--- config.mk ---
export PLATFORM = sky130hd
export DESIGN_NAME = key_expansion_ctrl
export DESIGN_NICKNAME = d
export VERILOG_FILES = /design/src/rtl/key_expansion_ctrl.sv
export SDC_FILE = /design/constraint.sdc
export NUM_CORES = 2
export LEC_CHECK = 0
export ABC_AREA = 1
export CAP_MARGIN = 40
export CORE_MARGIN = 10
export CORE_UTILIZATION = 25
export CTS_CLUSTER_DIAMETER = 60
export DETAILED_ROUTE_END_ITERATION = 16
export MAX_ROUTING_LAYER = met4
export SLEW_MARGIN = 20
export SYNTH_ARGS = -nofsm -noshare
export SYNTH_HDL_FRONTEND = slang
export SYNTH_SLANG_ARGS = --single-unit
--- constraint.sdc ---
create_clock -name clk -period 3.3 [get_ports clk]
set_input_delay 0.66 -clock clk [delete_from_list [all_inputs] [get_ports clk]]
set_output_delay 0.66 -clock clk [all_outputs]
set_load 0.05 [all_outputs]
--- src/rtl/key_expansion_ctrl.sv ---
// SIMON-style round-key expansion controller: loads a 3-word master key, expands
// T round keys one per cycle into a key memory, and serves registered reads.
module key_expansion_ctrl #(
  parameter int          n = 32,
  parameter int          m = 3,
  parameter int          T = 42,
  parameter logic [61:0] Z = 62'h3369F885192C0EF5
) (
  input  logic           clk,
  input  logic           rst,
  input  logic           start,
  input  logic [m*n-1:0] key_in,
  output logic           busy,
  output logic           done,
  output logic           ready,
  input  logic [5:0]     rk_rd_addr,
  output logic [n-1:0]   rk_rd_data
);

  typedef enum logic [1:0] {IDLE, EXPAND, DONE} state_t;

  localparam logic [n-1:0] C      = {{(n-2){1'b1}}, 2'b00};
  localparam logic [5:0]   LAST_I = 6'(T - 1);
  localparam logic [6:0]   T_W    = 7'(T);

  state_t         state_reg;
  logic [5:0]     i_reg;
  logic [n-1:0]   w1_reg;
  logic [n-1:0]   w2_reg;
  logic [n-1:0]   w3_reg;
  logic [n-1:0]   mem [0:T-1];
  logic [n-1:0]   k_next;
  logic [5:0]     z_idx;
  logic           load;
  logic           expanding;

  function automatic logic [n-1:0] ror(input logic [n-1:0] x, input int s);
    return (x >> s) | (x << (n - s));
  endfunction

  assign load      = start && (state_reg != EXPAND);
  assign expanding = (state_reg == EXPAND);

  // The recurrence only ever looks at the three-word window, never at memory.
  always_comb begin
    z_idx = i_reg - 6'd3;
    if (z_idx >= 6'd62) begin
      z_idx = z_idx - 6'd62;
    end
    k_next = C ^ {{(n-1){1'b0}}, Z[z_idx]} ^ w3_reg ^ ror(w1_reg, 3) ^ ror(w1_reg, 4);
  end

  always_ff @(posedge clk) begin
    if (rst) begin
      state_reg <= IDLE;
      i_reg     <= 6'd0;
      w1_reg    <= '0;
      w2_reg    <= '0;
      w3_reg    <= '0;
      busy      <= 1'b0;
      done      <= 1'b0;
      ready     <= 1'b0;
    end else begin
      done <= 1'b0;
      case (state_reg)
        IDLE, DONE: begin
          if (start) begin
            w3_reg    <= key_in[0 +: n];
            w2_reg    <= key_in[n +: n];
            w1_reg    <= key_in[2*n +: n];
            i_reg     <= 6'd3;
            state_reg <= EXPAND;
            busy      <= 1'b1;
            ready     <= 1'b0;
          end
        end
        EXPAND: begin
          w3_reg <= w2_reg;
          w2_reg <= w1_reg;
          w1_reg <= k_next;
          i_reg  <= i_reg + 6'd1;
          if (i_reg == LAST_I) begin
            state_reg <= DONE;
            busy      <= 1'b0;
            ready     <= 1'b1;
            done      <= 1'b1;
          end
        end
        default: begin
          state_reg <= IDLE;
          busy      <= 1'b0;
          ready     <= 1'b0;
        end
      endcase
    end
  end

  // Key storage keeps its contents across reset; reset only blocks writes.
  always_ff @(posedge clk) begin
    if (!rst) begin
      if (load) begin
        mem[0] <= key_in[0 +: n];
        mem[1] <= key_in[n +: n];
        mem[2] <= key_in[2*n +: n];
      end else if (expanding) begin
        mem[i_reg] <= k_next;
      end
    end
  end

  always_ff @(posedge clk) begin
    if (rst) begin
      rk_rd_data <= '0;
    end else if ({1'b0, rk_rd_addr} < T_W) begin
      rk_rd_data <= mem[rk_rd_addr];
    end else begin
      rk_rd_data <= '0;
    end
  end

endmodule

==> metrics <==
max cap viols=0; Critical Path Sink Type=output pin; Total GRT Usage=0.1361; CTS root buffer=clkbuf_16; Pre-Repair DR Iteration Count=6; Final Max Slew Viols=0; post-synthesis simple-gate area fraction=0.09699; post-route DRC violation count=0; Mapped Area=61,920 sq um; Synth Instances=5,024; WHS=around 0.27 ns; Overflow after GRT=0; Syn Nets=about 5,100; Yosys cell types=45; status=finished clean; fin crit share=0.9639; total negative setup slack=0 ns; WS Path Type=reg2out; Hold Crit Class=in2reg; met3 usage=0.02892; post-cts resize count=0; Post-synth EDFFs=around 1,400; routed wire length=185,900 um; CP top delay family=buffers and inverters; Post-CTS Setup Inserts=0; yosys warns=0; busiest grt layer=met2; # setup viols final=0; Top FF cell, synth=edfxtp_1; Initial Utilization=0.2516; Worst Path Buf+Inv=1; worst vdd ir=0.4409 mV; pwr dens=625.0 nW/um^2; vias in the first global route=39,880; unrepaired setup endpoints after global routing=false; drt first-iter violations=4,595; Adder-Cell Fraction of Synth Area=0.001212; Reg with most FFs=mem; WP data arrival=2.52 ns; hold_buf cts=0; largest family of logic cells by synthesized area=compound AO/OA/AOI/OAI gates; die extent in y=517.7 um; area growth from synthesis to layout=20.57%; Async SR Flop Fraction=0; initial antenna violation count=9; Worst path max stage delay=1.08 ns; TritonCTS Buffers=approximately 160; clock net sink count=1,546; post-synthesis mux area share=0; final hold violations=0; Avg Synthesized Cell Area=12.33 sq um; IO buf count=139; sequential area share after synthesis=0.7274; Final Instance Count excl. Fillers=8,642; Pwr Total=46.66 mW; Core Region=246,200 sq um; Post-Synth XOR/XNOR Area=0.009052; max reg flops=1,408; Yosys reg bits=1,546; crit path cell chain=clkdlybuf4s50_1; met1 Usage GRT=0.1883; Worst EP required=2.64 ns; Rel. slew slack=0.1612; largest net degree at the start of global routing=198; via/cell ratio=4.872; commonest non-fill, non-tap cell in the layout=edfxtp_1; Placed Cells=around 8,300; Wirelength per Cell=roughly 22 um; Slowest cell on crit path=clkdlybuf4s50_1; Peak Freq=0.3144 GHz; Worst Max-Slew Pin Slew=1.258 ns; CTS Buffer Depth=3; share of layout cells above drive strength 1=0.1074; post-layout util=0.3033; FILL cells=24,580; worst-skew pair later-pin latency=~0.8 ns; cell row count=182; startpoint types=flip-flop; Pleak=23.68 nW; Via Count=42,100; commonest non-fill, non-tap cells in the layout=edfxtp_1 (1,408), nor2_1 (800), o21ai_0 (713), nand2_1 (409), o22ai_1 (252); # IOs=140; first-pass GRT wire length=~270,000 um; Worst Skew=0.04807 ns; TritonCTS clock tree=yes; GP Congestion=0.8478; post-synthesis compound-gate area fraction=0.1317; antenna-violating nets left=0; Max FO, Critical Path=2; DIE AREA=268,000 sq um; Worst-path clk slew=0.06 ns; die width=about 520 um; DP HPWL=between 100,000 and 150,000 um; Final min period=3.181 ns; fin nets=5,311; GR met2 Demand/Resource=0.2059; CTS H-Tree Depth=4
==> where the power goes <==
part | total, mW | internal (mW) | switching (mW) | leakage [nW]
Clock | 17.5 | 9.96 | 7.54 | 2.45
Combinational | 5.77 | 1.52 | 4.25 | 7.50
Sequential | 23.4 | 23.2 | 0.238 | 13.7
==> logic make-up after synthesis <==
group | count (synthesis)
flip-flops | 1546
AND/OR/NAND/NOR | 1476
AO/OA/AOI/OAI | 1406
buffers and inverters | 526
XOR/XNOR | 64
adder cells (fa/ha/maj) | 6
==> synthesized netlist by cell type, drive strengths merged, types with 36 or more instances <==
library cell | count | area, sq um
a21oi | 98 | 490.5
a221oi | 37 | 324.1
buf | 86 | 427.9
clkbuf | 274 | 1032
dfxtp | 138 | 2763
edfxtp | 1408 | 42280
inv | 163 | 614.3
nand2 | 420 | 1612
nand3 | 148 | 800.8
nand4 | 50 | 312.8
nor2 | 849 | 3231
o211ai | 36 | 270.3
o21ai | 822 | 4114
o221ai | 131 | 1147
o22ai | 252 | 1577
xor2 | 45 | 394.1
==> per-layer routing <==
layer | vias up | part of all wire
met1 | 21030 | 0.44
met5 | - | 0
li1 | 18860 | -
met2 | 2002 | 0.45
met3 | 218 | 0.090
met4 | 0 | 0.017
==> metrics by stage <==
stage	setup slack, ns	instance area, sq um
after floorplan	0.05550	61920
after global placement	0.1635	69370
after detailed placement	0.1922	69450
after CTS	0.06263	74490
after global routing	0.06502	74660
final	0.1192	74660
==> final cells by class <==
cell class / count / area, sq um / area share
Antenna cell: 3 / 7.507 / 0.0001005
Sequential cell: 1546 / 45040 / 0.6033
Clock inverter: 76 / 701.9 / 0.009401
Timing Repair Buffer: 375 / 4098 / 0.05488
Multi-Input combinational cell: 2952 / 15690 / 0.2102
Inverter: 166 / 643.1 / 0.008614
Tap cell: 3312 / 4144 / 0.05550
Clock buffer: 212 / 4333 / 0.05803
==> worst paths after layout <==
kind / start / endpoint / slack [ns] / cells past startpoint
worst max register to register: i_reg[1] / mem[15][0] / 0.30 / 18
worst min-delay path: rst / i_reg[4] / 0.27 / 2
worst max-delay path: rk_rd_data[13] / rk_rd_data[13] / 0.12 / 1
worst min register to register: w2_reg[12] / w2_reg[12] / 0.49 / 2
Note: power is estimated with default switching activity, not from simulation.
